===== config.mk =====
export PLATFORM = sky130hd
export DESIGN_NAME = seq_divider_flat
export DESIGN_NICKNAME = d
export VERILOG_FILES = /design/src/rtl/seq_divider_if.sv /design/src/rtl/seq_divider.sv /design/src/flat_wrapper.sv
export SDC_FILE = /design/constraint.sdc
export NUM_CORES = 1
export LEC_CHECK = 0
export ABC_AREA = 1
export CORE_ASPECT_RATIO = 1.1
export CORE_UTILIZATION = 42
export CTS_CLUSTER_DIAMETER = 150
export DETAILED_ROUTE_END_ITERATION = 10
export GPL_ROUTABILITY_DRIVEN = 0
export PLACE_DENSITY = 0.75
export SYNTH_ARGS = -nofsm -noshare
export SYNTH_HDL_FRONTEND = slang
export SYNTH_SLANG_ARGS = --single-unit
export TNS_END_PERCENT = 100

===== constraint.sdc =====
create_clock -name clock -period 2.31 [get_ports clock]
set_input_delay 0.3465 -clock clock [delete_from_list [all_inputs] [get_ports clock]]
set_output_delay 0.3465 -clock clock [all_outputs]
set_load 0.02 [all_outputs]

===== src/rtl/seq_divider_if.sv =====
// Handshake and operand/result bus of the repeated-subtraction divider.
interface seq_divider_if;
  logic        start;
  logic [15:0] data_in;
  logic [15:0] quotient;
  logic [15:0] remainder;
  logic        done;
  logic        busy;
  logic        div_by_zero;

  modport master (
    output start, data_in,
    input  quotient, remainder, done, busy, div_by_zero
  );

  modport slave (
    input  start, data_in,
    output quotient, remainder, done, busy, div_by_zero
  );
endinterface


===== src/rtl/seq_divider.sv =====
// 16-bit unsigned divider by repeated subtraction; all state updates on the falling clock edge.
module seq_divider (
  input  logic          clock,
  input  logic          reset_n,
  seq_divider_if.slave  bus
);
  typedef enum logic [2:0] {
    S_IDLE  = 3'd0,
    S_LOADA = 3'd1,
    S_LOADB = 3'd2,
    S_SUB   = 3'd3,
    S_DONE  = 3'd4
  } state_t;

  state_t      state_q, state_d;
  logic [15:0] r_q, r_d;
  logic [15:0] d_q, d_d;
  logic [15:0] q_q, q_d;
  logic        dbz_q, dbz_d;

  always_ff @(negedge clock or negedge reset_n) begin
    if (!reset_n) begin
      state_q <= S_IDLE;
      r_q     <= '0;
      d_q     <= '0;
      q_q     <= '0;
      dbz_q   <= 1'b0;
    end else begin
      state_q <= state_d;
      r_q     <= r_d;
      d_q     <= d_d;
      q_q     <= q_d;
      dbz_q   <= dbz_d;
    end
  end

  always_comb begin
    state_d = state_q;
    r_d     = r_q;
    d_d     = d_q;
    q_d     = q_q;
    dbz_d   = dbz_q;
    case (state_q)
      S_IDLE: if (bus.start) state_d = S_LOADA;
      S_LOADA: begin
        r_d     = bus.data_in;
        q_d     = '0;
        dbz_d   = 1'b0;
        state_d = S_LOADB;
      end
      S_LOADB: begin
        d_d = bus.data_in;
        if (bus.data_in == 16'd0) begin
          dbz_d   = 1'b1;
          state_d = S_DONE;
        end else begin
          state_d = S_SUB;
        end
      end
      // Q is bounded by the dividend, so the increment cannot wrap.
      S_SUB: begin
        if (r_q >= d_q) begin
          r_d = r_q - d_q;
          q_d = q_q + 16'd1;
        end else begin
          state_d = S_DONE;
        end
      end
      S_DONE: if (!bus.start) state_d = S_IDLE;
      default: state_d = S_IDLE;
    endcase
  end

  assign bus.quotient    = q_q;
  assign bus.remainder   = r_q;
  assign bus.div_by_zero = dbz_q;
  assign bus.done        = (state_q == S_DONE);
  assign bus.busy        = (state_q == S_LOADA) || (state_q == S_LOADB) || (state_q == S_SUB);
endmodule


===== src/flat_wrapper.sv =====
// flat-port wrapper written by rule: the top's interface ports become plain ports
module seq_divider_flat 
  (clock, reset_n, bus_start, bus_data_in, bus_quotient, bus_remainder, bus_done, bus_busy, bus_div_by_zero);
  seq_divider_if bus_i ();
  input  logic clock;
  input  logic reset_n;
  input wire logic [$bits(bus_i.start)-1:0] bus_start;
  input wire logic [$bits(bus_i.data_in)-1:0] bus_data_in;
  output wire logic [$bits(bus_i.quotient)-1:0] bus_quotient;
  output wire logic [$bits(bus_i.remainder)-1:0] bus_remainder;
  output wire logic [$bits(bus_i.done)-1:0] bus_done;
  output wire logic [$bits(bus_i.busy)-1:0] bus_busy;
  output wire logic [$bits(bus_i.div_by_zero)-1:0] bus_div_by_zero;
  assign bus_i.start = bus_start;
  assign bus_i.data_in = bus_data_in;
  assign bus_quotient = bus_i.quotient;
  assign bus_remainder = bus_i.remainder;
  assign bus_done = bus_i.done;
  assign bus_busy = bus_i.busy;
  assign bus_div_by_zero = bus_i.div_by_zero;
  seq_divider u_core (.clock(clock), .reset_n(reset_n), .bus(bus_i));
endmodule

======== Word level (Yosys, flattened, before mapping) ========
Index checks and enable logic that the tools add are counted.
operators by class
  order comparisons ....................... 1
  equality and inequality tests ........... 9
  add/sub/neg operators ................... 2
  muxes and demuxes ....................... 11
  reduce and logical (&&, ||, !) cells .... 9
operator list
  cell                                                                     number
  16-bit case mux with 2 select lines                                      2
  16-bit two-way mux                                                       2
  16-bit by 1-bit adder with 16-bit output, second input constant          1
  16-bit >= comparator                                                     1
  16-bit logical NOT                                                       1
  16-bit subtractor                                                        1
  3-bit case mux with 5 select lines                                       1
  3-bit two-way mux                                                        4
  3-bit by 2-bit == test with 1-bit output, second input constant          2
  2-bit inequality test, second input constant                             3
  2-bit by 1-bit inequality test with 1-bit output, second input constant  2
  2-bit AND reduction                                                      2
  2-bit nonzero test                                                       2
  3-bit by 1-bit == test with 1-bit output, second input constant          1
  3-bit == test, second input constant                                     1
  3-bit logical NOT                                                        1
  3-bit AND reduction                                                      1
  1-bit logical OR                                                         2
  1-bit case mux with 2 select lines                                       1
  1-bit two-way mux                                                        1
storage, ports and cells
  output and inout bits ................... 35
  bits in registers ....................... 52
  logic and storage cells ................. 37
  bits of input ports ..................... 19

======== Logic depth before layout (Yosys ltp) ========
  depth in word-level cells ............... 3
  mapped depth ............................ 15
  gate-level depth less buffers ........... 15

==> results.sh <==
export IMPL_first_iter_violations=289
export IMPL_finalSetupViolations=35
export IMPL_start_kind="flip-flop"
export IMPL_violations="negative setup slack"
export IMPL_power_leakage_nw=3.049
export IMPL_power_frac_comb_pct=74.9
export IMPL_clk_latency_ns=0.31
export IMPL_grt_overflow=0
export IMPL_max_stage_delay_ns=0.52
export IMPL_grt_pass1_vias=3809
export IMPL_wirelength_um=11130
export IMPL_final_max_slew_viol_count=0
export IMPL_critPathLaunch="u_core.state_q[1]"
export IMPL_syn_nets=585
export IMPL_seq_area_frac_synth_pct=34.71
export IMPL_viasPerCell=5.148
export IMPL_synth_area_um2=3749
export IMPL_worstPathArrival_ns=2.35
export IMPL_nNetsFinal=731
export IMPL_synth_flop_cell="dfrtn_1"
export IMPL_rsz0062_at_grt="true"
export IMPL_worstMarginPinSlew_ns=0.3981
export IMPL_p_switching_mw=4.084
export IMPL_crit_chain="nor2_2 > nor2_2 > buf_6"
export IMPL_clk_path_buf_depth=2
export IMPL_routedWlPerCell_um=13.81
export IMPL_worstReg2RegStart="u_core.bus.remainder[0]"
export IMPL_pwr_share_seq_pct=17.5
export IMPL_synth_top_cell_area_share_pct=34.71
export IMPL_ant_nets=0
export IMPL_hold_path_class="reg -> reg"
export IMPL_yosys_warnings=0
export IMPL_whs_ns=0.4743
export IMPL_cts_buffers=5
export IMPL_synthArstFlopShare_pct=100.0
export IMPL_status="finished, violations left"
export IMPL_fin_worst_skew_ns=0.007684
export IMPL_die_y_um=101.1
export IMPL_netSwitchingFraction_pct=49.11
export IMPL_peakVddDrop_v=0.0008596
export IMPL_min_delay_start="u_core.bus.div_by_zero"
export IMPL_drc=0
export IMPL_drtPass1Iterations=5
export IMPL_synth_common_cells="nand2_1, inv_1, dfrtn_1, nand3_1, nor2_1"
export IMPL_path_common_cell="nor2_2"
export IMPL_grt_pass1_wl_um=16460
export IMPL_synth_distinct_cells=32
export IMPL_worst_path_buf_inv=1
export IMPL_crit_slowest_cell="dfrtn_1"
export IMPL_r2r_slack_ns=0.07
export IMPL_avgSynthCellArea_um2=6.841
export IMPL_ios=54
export IMPL_cp_num_cells=3
export IMPL_dp_hpwl_um=7140
export IMPL_num_fill_cells=695
export IMPL_clkSinkCount=52
export IMPL_clkSlewWorstSetupHoldPaths_ns=0.06
export IMPL_cts_tree="done"
export IMPL_cts_root_buffer="clkbuf_8"
export IMPL_cp_max_fo=4
export IMPL_path_class="reg -> out"
export IMPL_crit_required_ns=1.96
export IMPL_hold_viol_final=0
export IMPL_powerDensity_nw_per_um2=1478
export IMPL_r2r_cells=16
export IMPL_synth_most_common_cell="nand2_1"
export IMPL_gr_usage_all_layers_pct=22.07
export IMPL_synthTopCellsByArea="dfrtn_1, nand2_1, inv_1, nand3_1, ha_1"
export IMPL_intPower_mw=4.232
export IMPL_netlist_instances=548
export IMPL_postLayoutCoreUtil_pct=66.22
export IMPL_grt_antenna_before_repair=0
export IMPL_dieArea_um2=9307
export IMPL_vias=4149
export IMPL_synth_top_area_cell="dfrtn_1"
export IMPL_htreeDepth=2
export IMPL_end_kind="primary output"
export IMPL_die_w_um=92.08
export IMPL_insertedDiodeCount=0
export IMPL_area_growth_pct=50.07
export IMPL_ys_seq_elements=52
export IMPL_reg2reg_to="u_core.bus.remainder[15]"
export IMPL_rows=35
export IMPL_clock_power_share_pct=7.7
export IMPL_port_buffers=53
export IMPL_drive_above_1_share_pct=34.82
export IMPL_grt_start_max_net_pins=53
export IMPL_core_area_um2=8496
export IMPL_crit_end="bus_busy"
export IMPL_setup_slack_ns=-0.3834
export IMPL_initial_core_util_pct=44.12
export IMPL_slew_headroom_pct=73.18
export IMPL_crit_family="flip-flops"
export IMPL_synth_edf_count=0
export IMPL_holdPathStages=2
export IMPL_drv_cap=0
-- worst min-delay path by stage --
stage / to / slack (ns)
floorplan: u_core.d_q[0] / 0.45
global placement: u_core.bus.div_by_zero / 0.44
detailed placement: u_core.bus.div_by_zero / 0.44
CTS: u_core.bus.div_by_zero / 0.47
global route: u_core.bus.div_by_zero / 0.50
finish: u_core.bus.div_by_zero / 0.47
-- sequential cells by signal, indices dropped and copies added, names as in the netlist --
register and count:
u_core.d_q 16, u_core.bus.remainder 16, u_core.state_q 3, u_core.bus.div_by_zero 1, u_core.bus.quotient 16
-- cell usage in the layout (no fill, tap or decap), types with 10 or more instances in the layout --
master / instances
dlygate4sd2_1: 12
buf_4: 92
xor2_1: 10
nor2_1: 37
dfrtn_1: 52
nand3_2: 10
o21ai_2: 10
ha_1: 11
buf_6: 37
inv_1: 69
o21ai_0: 20
nand2_1: 151
inv_2: 12
nand2_4: 18
nand3_1: 48
nand2_2: 23
-- power groups by stage --
stage          clock network (mW)  registers [mW]  logic (mW)
3_5_place_dp                    0            1.43        4.84
2_1_floorplan                   0            1.63        3.19
3_3_place_gp                    0            1.42        4.74
5_1_grt                     0.688            1.48        6.82
4_1_cts                     0.648            1.44        5.08
6_report                    0.639            1.45        6.23
-- logic make-up (layout without fill, tap and decap cells) --
logic type	count (synthesis)	count (layout)	synth area share, %
fa+ha+maj	18	18	6.208
flops	52	52	34.71
mux	1	1	0.3004
buf+inv	98	245	11.15
xor+xnor	13	13	3.037
compound gates	48	48	7.877
simple gates	318	318	36.72
-- metal layers --
| metal | wire [µm] | GRT usage [%] | vias to the layer above |
|---|---|---|---|
| met2 | 5720 | 40.24 | 171 |
| met4 | 263 | 7.332 | 0 |
| met3 | 690 | 3.394 | 22 |
| met1 | 4459 | 26.47 | 1951 |
| li1 | - | - | 2005 |
| met5 | 0 | 0 | - |
-- layout make-up --
class	count	area [µm²]	area share (%)
clock buffer	6	72.57	1.290
sequential	52	1301	23.13
tap	111	138.9	2.469
timing repair buffer	154	1425	25.33
clock inverter	2	35.03	0.6228
multi-input combinational	398	2333	41.48
inverter	83	319.1	5.672
-- worst reg2reg max path: cells and delay by family, from the launching register on --
family | cells | cell delay, ns
and+or+nand+nor | 10 | 0.81
buffers and inverters | 4 | 0.42
adders and majority gates | 2 | 0.51
DFF | 1 | 0.37
-- timing repair --
item,in CTS,in global routing
endpoints found under the setup margin,39,70
cloned,0,4
hold buffers,0,0
resized for setup,243,79
pin swaps,15,24
hold endpoints to repair,0,0
buffers inserted,19,18
-- per-stage QoR --
stage                     cells  total power, mW   TNS, ns  setup WS, ns  cell area [µm²]
final                       806            8.316    -2.804       -0.3834             5625
after floorplan             548            4.813  -0.03569      -0.02063             3754
after global routing        806            8.996    -4.651       -0.4198             5625
after global placement      757            6.156    -11.36       -0.4949             4800
after CTS                   784            7.170    -2.867       -0.3551             5117
after detailed placement    757            6.261    -11.97       -0.5307             4800
Note: power is estimated with default switching activity, not from simulation.
